**config.mk**
```make
export PLATFORM = sky130hd
export DESIGN_NAME = regfile_scoreboard
export DESIGN_NICKNAME = d
export VERILOG_FILES = /design/src/rtl/regfile_scoreboard_pkg.sv /design/src/rtl/regfile_scoreboard_sb.sv /design/src/rtl/regfile_scoreboard.sv
export SDC_FILE = /design/constraint.sdc
export NUM_CORES = 1
export LEC_CHECK = 0
export CORE_AREA = 4 4 133 135
export CTS_BUF_LIST = sky130_fd_sc_hd__clkbuf_8
export CTS_CLUSTER_DIAMETER = 120
export DETAILED_ROUTE_END_ITERATION = 10
export DIE_AREA = 0 0 137 139
export HOLD_SLACK_MARGIN = 0.05
export PLACE_DENSITY = 0.78
export SLEW_MARGIN = 40
export SYNTH_ARGS = -nofsm -noshare
export SYNTH_HDL_FRONTEND = slang
export SYNTH_SLANG_ARGS = --single-unit
```
**constraint.sdc**
```tcl
create_clock -name clk -period 5.75 [get_ports clk]
set_input_delay 1.4375 -clock clk [delete_from_list [all_inputs] [get_ports clk]]
set_output_delay 1.4375 -clock clk [all_outputs]
set_load 0.05 [all_outputs]
```
**src/rtl/regfile_scoreboard_pkg.sv**
```systemverilog
// Shared definitions for the decode-stage register file and its hazard scoreboard.
// The pending vector is sized for the largest supported register count.
package regfile_scoreboard_pkg;

    localparam int REGS_MAX    = 32;
    localparam int REG_IDX_W   = 5;
    localparam int STALL_CNT_W = 16;

    typedef logic [REGS_MAX-1:0] pending_t;

    // Lowest bit of lane idx in a bus made of equal-width packed lanes
    function automatic int unsigned slice_lo(input int unsigned idx, input int unsigned width);
        return idx * width;
    endfunction

endpackage

```
**src/rtl/regfile_scoreboard_sb.sv**
```systemverilog
// Pending-write scoreboard: tracks in-flight producers, raises RAW/WAW stalls
// and flags illegal writebacks and selects with a registered error pulse.
module reg_scoreboard
    import regfile_scoreboard_pkg::*;
#(
    parameter int NUM_REGS = 8,
    parameter int NUM_READ = 2,
    parameter int R0_ZERO  = 0,
    parameter int SEL_W    = $clog2(NUM_REGS)
) (
    input  logic                      clk,
    input  logic                      rst,
    input  logic [NUM_READ-1:0]       rd_en,
    input  logic [NUM_READ*SEL_W-1:0] rd_sel,
    input  logic                      iss_en,
    input  logic [SEL_W-1:0]          iss_sel,
    input  logic                      wr_en,
    input  logic [SEL_W-1:0]          wr_sel,
    output logic [NUM_READ-1:0]       rd_busy,
    output logic                      stall,
    output logic                      iss_ack,
    output logic                      wr_commit,
    output logic                      err
);

    localparam logic [SEL_W:0] REG_LIMIT = (SEL_W+1)'(NUM_REGS);

    function automatic logic in_range(input logic [SEL_W-1:0] sel);
        return {1'b0, sel} < REG_LIMIT;
    endfunction

    function automatic logic is_r0(input logic [SEL_W-1:0] sel);
        return (R0_ZERO != 0) && (sel == '0);
    endfunction

    // Bits above NUM_REGS are never set, so out-of-range selects read as idle
    function automatic logic pend_at(input pending_t vec, input logic [SEL_W-1:0] sel);
        return vec[REG_IDX_W'(sel)];
    endfunction

    pending_t            pending_reg, pending_next;
    logic                err_reg, err_next;
    logic                wr_in_range, iss_in_range, iss_commit, waw;
    logic [NUM_READ-1:0] rd_bad;

    assign wr_in_range  = in_range(wr_sel);
    assign iss_in_range = in_range(iss_sel);
    assign wr_commit    = wr_en && wr_in_range && !is_r0(wr_sel);

    genvar gi;
    generate
        for (gi = 0; gi < NUM_READ; gi++) begin : g_port
            logic [SEL_W-1:0] sel;
            assign sel         = rd_sel[slice_lo(gi, SEL_W) +: SEL_W];
            assign rd_busy[gi] = rd_en[gi] && pend_at(pending_reg, sel) && !(wr_en && wr_sel == sel);
            assign rd_bad[gi]  = rd_en[gi] && !in_range(sel);
        end
    endgenerate

    assign waw        = iss_en && pend_at(pending_reg, iss_sel) && !(wr_en && wr_sel == iss_sel);
    assign stall      = (|rd_busy) || waw;
    assign iss_ack    = iss_en && !stall;
    assign iss_commit = iss_ack && iss_in_range && !is_r0(iss_sel);

    // Set after clear: a same-cycle writeback and new issue leave the new producer pending
    always_comb begin
        pending_next = pending_reg;
        if (wr_commit) begin
            pending_next[REG_IDX_W'(wr_sel)] = 1'b0;
        end
        if (iss_commit) begin
            pending_next[REG_IDX_W'(iss_sel)] = 1'b1;
        end
        err_next = (wr_commit && !pend_at(pending_reg, wr_sel))
                || (wr_en && !wr_in_range)
                || (iss_en && !iss_in_range)
                || (|rd_bad);
    end

    always_ff @(posedge clk or posedge rst) begin
        if (rst) begin
            pending_reg <= '0;
            err_reg     <= 1'b0;
        end else begin
            pending_reg <= pending_next;
            err_reg     <= err_next;
        end
    end

    assign err = err_reg;

endmodule

```
**src/rtl/regfile_scoreboard.sv**
```systemverilog
// Parametrised multi-port register file with write-to-read bypass, hazard
// scoreboard and saturating stall-cycle counter.
module regfile_scoreboard
    import regfile_scoreboard_pkg::*;
#(
    parameter int DATA_W   = 16,
    parameter int NUM_REGS = 8,
    parameter int NUM_READ = 2,
    parameter int R0_ZERO  = 0,
    parameter int SEL_W    = $clog2(NUM_REGS)
) (
    input  logic                       clk,
    input  logic                       rst,
    input  logic [NUM_READ-1:0]        rd_en,
    input  logic [NUM_READ*SEL_W-1:0]  rd_sel,
    output logic [NUM_READ*DATA_W-1:0] rd_data,
    output logic [NUM_READ-1:0]        rd_busy,
    input  logic                       iss_en,
    input  logic [SEL_W-1:0]           iss_sel,
    output logic                       iss_ack,
    input  logic                       wr_en,
    input  logic [SEL_W-1:0]           wr_sel,
    input  logic [DATA_W-1:0]          wr_data,
    output logic                       stall,
    output logic [STALL_CNT_W-1:0]     stall_cnt,
    output logic                       err
);

    localparam logic [SEL_W:0] REG_LIMIT = (SEL_W+1)'(NUM_REGS);

    logic [DATA_W-1:0]      regs_reg [NUM_REGS];
    logic [STALL_CNT_W-1:0] stall_cnt_reg, stall_cnt_next;
    logic                   wr_commit;

    reg_scoreboard #(
        .NUM_REGS (NUM_REGS),
        .NUM_READ (NUM_READ),
        .R0_ZERO  (R0_ZERO),
        .SEL_W    (SEL_W)
    ) u_sb (
        .clk       (clk),
        .rst       (rst),
        .rd_en     (rd_en),
        .rd_sel    (rd_sel),
        .iss_en    (iss_en),
        .iss_sel   (iss_sel),
        .wr_en     (wr_en),
        .wr_sel    (wr_sel),
        .rd_busy   (rd_busy),
        .stall     (stall),
        .iss_ack   (iss_ack),
        .wr_commit (wr_commit),
        .err       (err)
    );

    always_ff @(posedge clk or posedge rst) begin
        if (rst) begin
            for (int i = 0; i < NUM_REGS; i++) begin
                regs_reg[i] <= '0;
            end
        end else if (wr_commit) begin
            regs_reg[wr_sel] <= wr_data;
        end
    end

    genvar gi;
    generate
        for (gi = 0; gi < NUM_READ; gi++) begin : g_read
            logic [SEL_W-1:0]  sel;
            logic [DATA_W-1:0] data;
            assign sel = rd_sel[slice_lo(gi, SEL_W) +: SEL_W];
            // Out-of-range and hardwired-zero selects read 0 and never take the bypass
            always_comb begin
                data = '0;
                if (({1'b0, sel} < REG_LIMIT) && !((R0_ZERO != 0) && sel == '0)) begin
                    if (wr_commit && wr_sel == sel) begin
                        data = wr_data;
                    end else begin
                        data = regs_reg[sel];
                    end
                end
            end
            assign rd_data[slice_lo(gi, DATA_W) +: DATA_W] = data;
        end
    endgenerate

    always_comb begin
        stall_cnt_next = stall_cnt_reg;
        if (stall && stall_cnt_reg != '1) begin
            stall_cnt_next = stall_cnt_reg + STALL_CNT_W'(1);
        end
    end

    always_ff @(posedge clk or posedge rst) begin
        if (rst) begin
            stall_cnt_reg <= '0;
        end else begin
            stall_cnt_reg <= stall_cnt_next;
        end
    end

    assign stall_cnt = stall_cnt_reg;

endmodule

```
==> impl_metrics.csv <==
group,metric,value,unit
finish,diodes,0,
global_route,grt_pass1_vias,6440,
clock_network,cts_root_buffer,"clkbuf_8",
synth,ys_top_cells_by_area,"dfrtp_1 44%, mux2_2 17%, mux4_2 17%",
sta,skew,0.00400,ns
global_route,grt_pass1_wl,35000,um
clock_network,path_clk_slew,0.08,ns
placed_design,numPortBuffers,86,
finish,regArea,3830,sq um
clock_network,clk_latency,0.46,ns
die,core-area,16500,sq um
detailed_routing,drt-total-wl,21900,um
synth,synth.largest_area_cell,"dfrtp_1",
finish,largest_reg_flops,128,
die,die_h,139,um
sta,rsz0062_at_grt,"false",
finish,layout-drive-gt1-share,0.401,
global_route,grt_max_degree,123,
critical_path,crit_fanout,15,
power,cellPowerDensity,372,nW/um^2
clock_network,ctsHtreeMaxLevel,4,
sta,max_freq,197,MHz
critical_path,required,4.31,ns
clock_network,numCtsBuffers,17,
sta,finalMaxSlewViolations,0,
sta,slew_headroom,0.469,
critical_path,cp-start-kind,"primary input",
critical_path,endpoint_kind,"output pin",
sta,fin_crit,5.08,ns
die,rows,47,
detailed_routing,drt_iter0_markers,609,
placed_design,dp_cells,934,
clock_network,clock-sinks,153,
global_route,antenna_found_initial,0,
die,initial_core_util,0.532,
synth,synthCells,669,
die,die-area,19000,sq um
outcome,status,"complete, no violations",
synth,synthFlopType,"dfrtp_1",
clock_network,cts_resized,0,
power,total_power,3.91,mW
die,pin_count,87,
placed_design,place_congestion,0.915,
die,die_x,137,um
placed_design,post-dp-hpwl,14400,um
finish,nFillCells,1221,
run,maxCapViolCount,0,
detailed_routing,dr.pass1.iters,5,
critical_path,critPathArrivalTime,3.65,ns
clock_network,cts_setup_buffers,0,
finish,area_delta_synth_final,19.7,%
power,vdd_drop_max,0.000191,V
power,leakage,4.29,nW
synth,synth-edff-count,0,
sta,tightest_slew,0.795,ns
finish,layout.nets,768,
clock_network,ctsHoldBuffers,0,
clock_network,cts_buffer_depth,2,
synth,synth_area,8770,sq um
synth,seq_area_frac_synth,0.437,
synth,syn-num-nets,704,
sta,tns,0,ns
min_path,hp-class,"reg2reg",
synth,ys_ff_latch,153,
finish,fin_cells,966,
global_route,grt-ovfl-total,0,
global_route,grt_util_all_layers,0.240,
sta,hold-worst-slack,0.522,ns
detailed_routing,ant_nets,0,
critical_path,ff2ff_path_depth,6,
detailed_routing,drc_errors,0,
min_path,whs_path_depth,1,
sta,fin_crit_sh,0.884,
detailed_routing,routed_via_density,6.33,
sta,setup_viol,0,
synth,syn_area_per_cell,13.1,sq um
sta,finalHoldViolCount,0,
detailed_routing,wl_per_cell,22.7,um
synth,synth_warnings,0,
synth,synth_top_area_share,0.437,
detailed_routing,vias,6118,
finish,multiInputGateArea,4600,sq um
clock_network,tritoncts,"yes",
critical_path,critPathKind,"in2out",
synth,netlist-cell-type-count,56,
synth,async_reset_ff_frac,1.00,
-- where the power goes --
part	leakage, nW	internal, mW	total [mW]	switching (mW)
Combinational	2.24	0.782	1.56	0.775
Clock	0.217	0.411	0.811	0.400
Sequential	1.84	1.32	1.54	0.217
Total	4.29	2.52	3.91	1.39
-- synthesized netlist by cell type, types with 7 or more instances --
library cell and count:
buf_1 20, a32o_1 8, clkbuf_1 13, nor2_1 35
a21oi_1 17, a31oi_1 20, xnor2_1 9, mux4_2 65
mux2_2 130, nor2b_1 7, nand3_1 9, buf_2 20
xor2_1 8, dfrtp_1 153, mux2i_1 28, nand2_1 42
nand4_1 10, inv_1 9
-- logic make-up after synthesis --
group           Yosys count  synth area share
fa+ha+maj                 1           0.00143
xor+xnor                 17            0.0170
flops                   153             0.437
buf+inv                  73            0.0395
mux                     225             0.371
compound gates           70            0.0577
simple gates            130            0.0771
-- cell usage in the layout, fill, tap and decap left out, drive strengths merged, types with 3 or more instances in the layout --
cell type and n:
a21oi 17, a311oi 6, a31oi 20, a32o 8
and2 6, and4 4, buf 61, clkbuf 20
clkdlybuf4s50 46, clkinv 8, dfrtp 153, inv 13
mux2 131, mux2i 28, mux4 66, nand2 42
nand3 9, nand4 12, nor2 35, nor2b 7
nor3 4, o31ai 4, o32ai 3, or3 3
xnor2 9, xor2 8
-- final timing paths --
| check | slack (ns) | from | end |
|---|---|---|---|
| min | 0.52 | stall_cnt[15] | stall_cnt[15] |
| min in group asynchronous | 1.43 | rst | stall_cnt[8] |
| min reg2reg | 0.52 | stall_cnt[15] | stall_cnt[15] |
| max in group asynchronous | 3.44 | rst | regs_reg[59] |
| max | 0.67 | wr_sel[0] | iss_ack |
| max reg2reg | 3.10 | stall_cnt[0] | stall_cnt[1] |
-- critical path, stage by stage --
cell and delay (ns):
clkdlybuf4s50_1 0.83, xnor2_1 0.19, nand4_1 0.25, nand4_4 0.32
inv_4 0.08, nor3_4 0.18, and2_1 0.20, buf_12 0.14
-- area by class of cell --
| class | count | area share |
|---|---|---|
| clock buffers | 20 | 0.0262 |
| flip-flops and latches | 153 | 0.365 |
| inverters | 11 | 0.00536 |
| well taps | 220 | 0.0262 |
| multi-input cells | 443 | 0.439 |
| repair buffers | 107 | 0.128 |
| clock inverters | 12 | 0.0104 |
-- per-stage QoR --
step / worst slack (ns) / utilization / cell area (sq um)
2_1_floorplan: 0.191 / - / 8770
3_3_place_gp: 0.835 / 0.613 / 10100
3_5_place_dp: 0.723 / 0.613 / 10100
4_1_cts: 0.713 / 0.637 / 10500
5_1_grt: 0.517 / 0.637 / 10500
6_report: 0.665 / 0.637 / 10500
-- per-layer routing --
metal,wire (um),global-route usage
met4,293,0.0709
met1,9250,0.329
met3,1310,0.0562
met5,0,0
met2,11000,0.384
Power figures use the tool's default switching activity.
